**src/rtl/imem_loader.sv**
```systemverilog
// rtl/imem_loader.sv - byte-serial program image loader for the instruction memory
// Parses a big-endian word count and big-endian words, writes them sequentially, then releases the CPU.
module imem_loader #(
    parameter int ADDR_W = 8
) (
    input  logic              clk,
    input  logic              rst_n,
    input  logic [7:0]        in_data,
    input  logic              in_valid,
    output logic              in_ready,
    input  logic              restart,
    output logic              imem_we,
    output logic [ADDR_W-1:0] imem_addr,
    output logic [31:0]       imem_wdata,
    output logic              cpu_hold,
    output logic              done,
    output logic              error,
    output logic [ADDR_W:0]   words_loaded
);

    typedef enum logic [2:0] {
        WAIT_HI = 3'd0,
        WAIT_LO = 3'd1,
        COLLECT = 3'd2,
        WRITE   = 3'd3,
        DONE    = 3'd4,
        ERR     = 3'd5
    } state_t;

    localparam logic [16:0] DEPTH = 17'(2 ** ADDR_W);

    state_t            state_q, state_d;
    logic [15:0]       n_q, n_d;
    logic [31:0]       word_q, word_d;
    logic [1:0]        idx_q, idx_d;
    logic [ADDR_W:0]   wl_q, wl_d;
    logic [ADDR_W-1:0] addr_q, addr_d;
    logic [31:0]       wdata_q, wdata_d;
    logic              xfer;
    logic [15:0]       n_full;

    always_ff @(posedge clk or negedge rst_n) begin
        if (!rst_n) begin
            state_q <= WAIT_HI;
            n_q     <= '0;
            word_q  <= '0;
            idx_q   <= '0;
            wl_q    <= '0;
            addr_q  <= '0;
            wdata_q <= '0;
        end else begin
            state_q <= state_d;
            n_q     <= n_d;
            word_q  <= word_d;
            idx_q   <= idx_d;
            wl_q    <= wl_d;
            addr_q  <= addr_d;
            wdata_q <= wdata_d;
        end
    end

    // Handshake is decoded purely from state so in_ready never depends on in_valid.
    assign in_ready = (state_q == WAIT_HI) || (state_q == WAIT_LO) || (state_q == COLLECT);
    assign xfer     = in_valid && in_ready;
    assign n_full   = {n_q[15:8], in_data};

    always_comb begin
        state_d = state_q;
        n_d     = n_q;
        word_d  = word_q;
        idx_d   = idx_q;
        wl_d    = wl_q;
        addr_d  = addr_q;
        wdata_d = wdata_q;

        case (state_q)
            WAIT_HI: begin
                if (xfer) begin
                    n_d[15:8] = in_data;
                    state_d   = WAIT_LO;
                end
            end
            WAIT_LO: begin
                if (xfer) begin
                    n_d[7:0] = in_data;
                    if (n_full == 16'd0) begin
                        state_d = DONE;
                    end else if ({1'b0, n_full} > DEPTH) begin
                        state_d = ERR;
                    end else begin
                        state_d = COLLECT;
                    end
                end
            end
            COLLECT: begin
                if (xfer) begin
                    word_d = {word_q[23:0], in_data};
                    if (idx_q == 2'd3) begin
                        idx_d   = 2'd0;
                        addr_d  = wl_q[ADDR_W-1:0];
                        wdata_d = word_d;
                        state_d = WRITE;
                    end else begin
                        idx_d = idx_q + 2'd1;
                    end
                end
            end
            WRITE: begin
                wl_d = wl_q + {{ADDR_W{1'b0}}, 1'b1};
                if ({{(16 - ADDR_W){1'b0}}, wl_d} == {1'b0, n_q}) begin
                    state_d = DONE;
                end else begin
                    state_d = COLLECT;
                end
            end
            DONE, ERR: begin
                if (restart) begin
                    state_d = WAIT_HI;
                    wl_d    = '0;
                    idx_d   = 2'd0;
                end
            end
            default: begin
                state_d = WAIT_HI;
            end
        endcase
    end

    assign imem_we      = (state_q == WRITE);
    assign imem_addr    = addr_q;
    assign imem_wdata   = wdata_q;
    assign cpu_hold     = (state_q != DONE);
    assign done         = (state_q == DONE);
    assign error        = (state_q == ERR);
    assign words_loaded = wl_q;

endmodule
```
**config.mk**
```make
export PLATFORM = sky130hd
export DESIGN_NAME = imem_loader
export DESIGN_NICKNAME = d
export VERILOG_FILES = /design/src/rtl/imem_loader.sv
export SDC_FILE = /design/constraint.sdc
export NUM_CORES = 1
export LEC_CHECK = 0
export CORE_ASPECT_RATIO = 2
export CORE_UTILIZATION = 53
export DETAILED_ROUTE_END_ITERATION = 6
export PLACE_DENSITY = 0.9
export REMOVE_ABC_BUFFERS = 1
export SYNTH_ARGS = -nofsm -noshare
export SYNTH_HDL_FRONTEND = slang
export SYNTH_SLANG_ARGS = --single-unit
export TNS_END_PERCENT = 1
```
**constraint.sdc**
```tcl
create_clock -name clk -period 2.4 [get_ports clk]
set_clock_uncertainty 0.1 [all_clocks]
set_input_delay 0.36 -clock clk [delete_from_list [all_inputs] [get_ports clk]]
set_output_delay 0.36 -clock clk [all_outputs]
set_load 0.02 [all_outputs]
```
==> results of run 1 <==
-- through the flow --
| stage | total power, mW | cells | area [um2] | setup slack (ns) |
|---|---|---|---|---|
| after CTS | 4.41 | 489 | 5310 | 0.0453 |
| final | 4.39 | 489 | 5320 | 0.123 |
| after floorplan | 2.52 | 292 | 4010 | -3.53 |
| after global placement | 2.82 | 472 | 4970 | -0.186 |
| after detailed placement | 2.87 | 472 | 4970 | -0.253 |
| after global routing | 4.59 | 489 | 5320 | 0.0414 |
-- final cells by class --
cell class	instances	area (um2)	share of cell area, %
Sequential cell	94	2350	44.3
Multi-Input combinational cell	193	1650	30.9
Timing Repair Buffer	89	860	16.2
Clock buffer	11	243	4.57
Tap cell	92	115	2.17
Clock inverter	5	81.3	1.53
Inverter	5	18.8	0.353
-- timing repair --
item,CTS,global route
hold endpoints to repair,43,0
setup endpoints to repair,3,2
gates resized for setup,3,2
gates cloned,0,0
hold buffers,1,0
-- cells by family after synthesis --
| kind of cell | share of synthesized area, % |
|---|---|
| compound gates | 6.81 |
| xor+xnor | 2.30 |
| fa+ha+maj | 0.613 |
| buf+inv | 2.30 |
| flops | 57.7 |
| mux | 22.1 |
| simple gates | 8.25 |
-- where the power goes --
part           internal [mW]  switching (mW)
combinational          0.452           0.432
clock                  0.943           0.585
sequential              1.80           0.175
-- synth_stat cells (2+ instances only) --
cell type / n / area [um2]
o211ai_1: 2 / 15.0
nand3_1: 8 / 40.0
xor2_1: 3 / 26.3
nand2b_1: 2 / 12.5
nand4_1: 3 / 18.8
a22o_1: 3 / 26.3
or3_1: 5 / 31.3
nor2_1: 10 / 37.5
o21ai_0: 16 / 80.1
and4_1: 2 / 17.5
nand4b_1: 2 / 17.5
nand2_1: 11 / 41.3
a21oi_1: 9 / 45.0
o31ai_1: 3 / 22.5
dfrtp_1: 94 / 2350
ha_1: 2 / 25.0
inv_1: 4 / 15.0
xnor2_1: 5 / 43.8
and4b_1: 2 / 20.0
nor3_1: 3 / 15.0
mux2_2: 80 / 901
o211a_1: 2 / 20.0
and2_1: 2 / 12.5
buf_2: 9 / 45.0
or4_4: 2 / 22.5
clkbuf_1: 4 / 15.0
-- worst paths after layout --
path | startpoint | endpoint | slack [ns] | depth (start not counted)
setup reg to reg | words_loaded[1]$_DFFE_PN0P_ | state_q[2]$_DFFE_PN0P_ | 0.17 | 7
min in group asynchronous | rst_n | imem_wdata[3]$_DFFE_PN0P_ | 0.48 | 2
max in group asynchronous | rst_n | imem_wdata[7]$_DFFE_PN0P_ | 1.12 | 3
hold / removal | imem_wdata[19]$_DFFE_PN0P_ | imem_wdata[19]$_DFFE_PN0P_ | 0.40 | 1
setup / recovery | in_data[0] | state_q[1]$_DFFE_PN0P_ | 0.12 | 6
hold reg to reg | imem_wdata[19]$_DFFE_PN0P_ | imem_wdata[19]$_DFFE_PN0P_ | 0.40 | 1
-- metal layers --
| layer | vias up | global-route usage, % | part of all wire, % |
|---|---|---|---|
| met4 | 0 | 12.4 | 3.2 |
| li1 | 1288 | - | - |
| met3 | 23 | 5.62 | 3.6 |
| met1 | 1412 | 27.3 | 36 |
| met2 | 90 | 44.2 | 57 |
| met5 | - | 0 | 0 |
-- flip-flops by register name (all words and copies together) (netlist names) --
| register | count |
|---|---|
| imem_wdata | 32 |
| words_loaded | 9 |
| imem_addr | 8 |
| n_q | 16 |
| state_q | 3 |
| idx_q | 2 |
| word_q | 24 |
==> impl_metrics.env, run 1 <==
export IMPL_hold_violations=0
export IMPL_synth_edff_count=0
export IMPL_fp_coreArea_um2=7380
export IMPL_crit_path_start_kind="input pin"
export IMPL_critPathSlowestCell="or4_1"
export IMPL_holdWs_ns=0.402
export IMPL_crit_chain="clkdlybuf4s50_1 > or4_1 > o21a_1 > or4_4 > o21ai_1 > o211a_1"
export IMPL_wl_per_cell_um=18.1
export IMPL_leakage_nw=2.48
export IMPL_final_common_cell="dfrtp_1"
export IMPL_vdd_drop_max_mv=0.629
export IMPL_grt_max_degree=47
export IMPL_finalCriticalPeriod_ns=2.28
export IMPL_area_delta_synth_final_pct=30.3
export IMPL_ant_nets=0
export IMPL_drcViolationCount=0
export IMPL_cts_root_buf="clkbuf_16"
export IMPL_finalMaxSlewViolations=0
export IMPL_critPathTopFamily="simple AND/OR/NAND/NOR gates"
export IMPL_ys_warn_count=0
export IMPL_power_density_nw_per_um2=825
export IMPL_worstSetupPathType="input pin to register"
export IMPL_initial_core_util_pct=55.3
export IMPL_worstMarginPinSlew_ns=0.584
export IMPL_synth_cells=307
export IMPL_die_w_um=64.0
export IMPL_clk_pin_slew_ns=0.07
export IMPL_dp_hpwl_um=6380
export IMPL_grt_pass1_vias=2943
export IMPL_io_buffers=65
export IMPL_drv_cap=0
export IMPL_max_freq_ghz=0.439
export IMPL_ys_ff_latch=94
export IMPL_crit_buf_inv=1
export IMPL_setup_viol=0
export IMPL_insertedDiodeCount=0
export IMPL_required_ns=2.58
export IMPL_rows=44
export IMPL_status="complete, no violations"
export IMPL_seq_area_frac_synth_pct=57.7
export IMPL_final_util_pct=72.1
export IMPL_synthesis_area_um2=4080
export IMPL_wirelength_um=8840
export IMPL_grt_first_pass_wirelength_um=15000
export IMPL_holdCritPathClass="register to register"
export IMPL_grt_use_total_pct=25.0
export IMPL_grt_overflow=0
export IMPL_postCtsSetupRepairBufs=0
export IMPL_fin_nets=406
export IMPL_gp_congestion=0.903
export IMPL_cp_slowest_stage_delay_ns=0.61
export IMPL_route_vias_total=2813
export IMPL_most_common_layout_cells="93 x dfrtp_1, 80 x mux2_2, 61 x clkdlybuf4s50_1, 22 x buf_4, 16 x o21ai_0"
export IMPL_ctsHtreeMaxLevel=3
export IMPL_cp_arrival_ns=2.46
export IMPL_drt_pass1_iterations=4
export IMPL_ctsLongestPathBuffers=2
export IMPL_first_iter_violations=178
export IMPL_cts_buffers=9
export IMPL_setup_tns_ns=0
export IMPL_relSlewSlack_pct=61.1
export IMPL_fin_crit_sh_pct=94.9
export IMPL_async_flop_share_pct=100
export IMPL_synth_avg_cell_area_um2=13.3
export IMPL_routed_via_density=5.75
export IMPL_ys_types=45
export IMPL_antenna_found_initial=0
export IMPL_insertion_delay_ns=0.34
export IMPL_ios=66
export IMPL_die_h_um=126
export IMPL_drive_gt1_share_pct=32.0
export IMPL_dieArea_um2=8070
export IMPL_cts_tree="yes"
export IMPL_clock_sinks=94
export IMPL_synth_flop_cell="dfrtp_1"
export IMPL_crit_path_end_kind="register"
export IMPL_rsz0062_at_grt="false"
export IMPL_fillers=509
export IMPL_path_max_fanout=3
Note: power is estimated with default switching activity, not from simulation.
==> run 2: changes to the inputs <==
- CORE_UTILIZATION: 53 -> 63
- DONT_BUFFER_PORTS: not set -> 1
==> run 2 against run 1 <==
The run now ends with negative hold slack left. Final cell count down 17%. Sequential power about the same. Clock power down 9.8%. Combinational power down 22%. Flip-flop and latch count unchanged. Utilization up 0.19 points. Setup slack better by 0.10 ns. Power down 7.4%. Count of clock-buffer cells in the layout unchanged.
==> impl_metrics.env, run 2 (same netlist as run 1, synthesis figures left out) <==
export IMPL_grt_overflow=0
export IMPL_insertion_delay_ns=0.34
export IMPL_dp_cells=391
export IMPL_ios=66
export IMPL_largest_register_ffs=32
export IMPL_wirelength_um=7850
export IMPL_startpoint="state_q[2]$_DFFE_PN0P_"
export IMPL_r2r_end="state_q[2]$_DFFE_PN0P_"
export IMPL_holdWs_ns=-0.386
export IMPL_leakage_nw=2.16
export IMPL_dieArea_um2=6820
export IMPL_worstReg2RegStart="words_loaded[0]$_DFFE_PN0P_"
export IMPL_switching_power_mw=1.10
export IMPL_power_frac_seq_pct=49.2
export IMPL_holdCritPathClass="input pin to async pin"
export IMPL_rsz0062_at_grt="false"
export IMPL_gp_congestion=0.948
export IMPL_fin_nets=330
export IMPL_cts_root_buf="clkbuf_16"
export IMPL_worstMarginPinSlew_ns=0.702
export IMPL_cts_tree="yes"
export IMPL_hold_violations=94
export IMPL_cts_resized=0
export IMPL_most_common_layout_cells="94 x dfrtp_1, 80 x mux2_2, 16 x o21ai_0, 12 x buf_4"
export IMPL_path_max_fanout=6
export IMPL_finalCriticalPeriod_ns=2.17
export IMPL_crit_path_start_kind="register"
export IMPL_cts_buffers=9
export IMPL_finalMaxSlewViolations=0
export IMPL_area_delta_synth_final_pct=10.8
export IMPL_crit_chain="inv_1 > or3_1 > inv_1"
export IMPL_insertedDiodeCount=0
export IMPL_worstSetupPathType="register to output port"
export IMPL_drcViolationCount=0
export IMPL_postCtsSetupRepairBufs=0
export IMPL_setup_tns_ns=0
export IMPL_ctsHtreeMaxLevel=3
export IMPL_grt_use_total_pct=26.0
export IMPL_fin_crit_sh_pct=90.6
export IMPL_grt_first_pass_wirelength_um=12800
export IMPL_fillers=418
export IMPL_drt_pass1_iterations=4
export IMPL_relSlewSlack_pct=53.2
export IMPL_initial_core_util_pct=65.2
export IMPL_cpMostUsedCell="inv_1"
export IMPL_status="finished, violations left"
export IMPL_rrSetupSlack_ns=0.37
export IMPL_drive_gt1_share_pct=35.2
export IMPL_power_density_nw_per_um2=898
export IMPL_reg2reg_depth=7
export IMPL_setup_viol=0
export IMPL_drv_cap=0
export IMPL_switching_share_pct=27.1
export IMPL_combPwrFrac_pct=16.9
export IMPL_routed_via_density=6.23
export IMPL_antenna_found_initial=0
export IMPL_max_freq_ghz=0.460
export IMPL_required_ns=1.94
export IMPL_die_h_um=116
export IMPL_ctsLongestPathBuffers=2
export IMPL_cp_arrival_ns=1.71
export IMPL_worstSetupEndpoint="done"
export IMPL_final_common_cell="dfrtp_1"
export IMPL_fp_coreArea_um2=6260
export IMPL_dp_hpwl_um=5490
export IMPL_wl_per_cell_um=19.3
export IMPL_clock_sinks=94
export IMPL_grt_max_degree=95
export IMPL_power_internal_mw=2.96
export IMPL_crit_path_end_kind="output port"
export IMPL_failed_checks="negative hold slack"
export IMPL_die_w_um=58.9
export IMPL_vdd_drop_max_mv=0.707
export IMPL_clk_pin_slew_ns=0.06
export IMPL_cp_slowest_stage_delay_ns=0.52
export IMPL_clkPwrFrac_pct=33.9
export IMPL_rows=41
export IMPL_critPathSlowestCell="or3_1"
export IMPL_route_vias_total=2537
export IMPL_ant_nets=0
export IMPL_first_iter_violations=169
export IMPL_stdcell_count=407
export IMPL_io_buffers=0
export IMPL_grt_pass1_vias=2622
[run 2: power by group through the flow]
stage	logic [mW]	registers, mW	clock network, mW
floorplan	0.554	1.97	0
global placement	0.654	2.01	0
detailed placement	0.682	2.03	0
CTS	0.689	2.00	1.40
global route	0.749	2.03	1.47
finish	0.686	2.00	1.38
[run 2: worst max-delay path, delay by kind of cell (launching register included)]
kind,cells,cell delay [ns]
AND/OR/NAND/NOR,1,0.52
flip-flops,1,0.49
buffers and inverters,2,0.37
[run 2: worst min path at each step]
stage	cells after the start	slack (ns)	end
after floorplan	0	-0.04	idx_q[0]$_DFFE_PN0P_
after global placement	0	-0.03	imem_addr[0]$_DFFE_PN0P_
after detailed placement	0	-0.03	imem_addr[6]$_DFFE_PN0P_
after CTS	0	-0.40	imem_wdata[0]$_DFFE_PN0P_
after global routing	0	-0.40	imem_wdata[6]$_DFFE_PN0P_
final	0	-0.39	imem_wdata[25]$_DFFE_PN0P_
[run 2: area by class of cell]
class	count	area [um2]	share of cell area [%]
clock inverters	5	57.6	1.27
clock buffers	11	233	5.15
repair buffers	13	110	2.43
inverters	5	18.8	0.415
well taps	86	108	2.38
flip-flops and latches	94	2350	52.0
multi-input cells	193	1640	36.3
[run 2: metrics by stage]
stage / total power, mW / setup WS, ns / cell area (um2) / utilization (%) / hold slack (ns)
final: 4.06 / 0.225 / 4520 / 72.3 / -0.386
after global routing: 4.25 / 0.159 / 4520 / 72.3 / -0.405
after CTS: 4.09 / 0.243 / 4520 / 72.3 / -0.399
after detailed placement: 2.71 / 0.368 / 4230 / 67.6 / -0.0336
after global placement: 2.66 / 0.405 / 4230 / 67.6 / -0.0339
after floorplan: 2.52 / -3.53 / 4010 / - / -0.0356
[run 2: metal layers]
layer	share of wire, %	GRT usage, %	vias up
met3	5.6	7.14	23
met2	55	43.3	110
met4	3.2	15.9	0
met5	0	0	-
met1	36	28.8	1267
li1	-	-	1137
==> run 3: changes to the inputs <==
- CORE_UTILIZATION: 63 -> 53
- DONT_BUFFER_PORTS: 1 -> not set
==> results of run 3 <==
Final layout, timing and power as in run 1 (identical DEF).
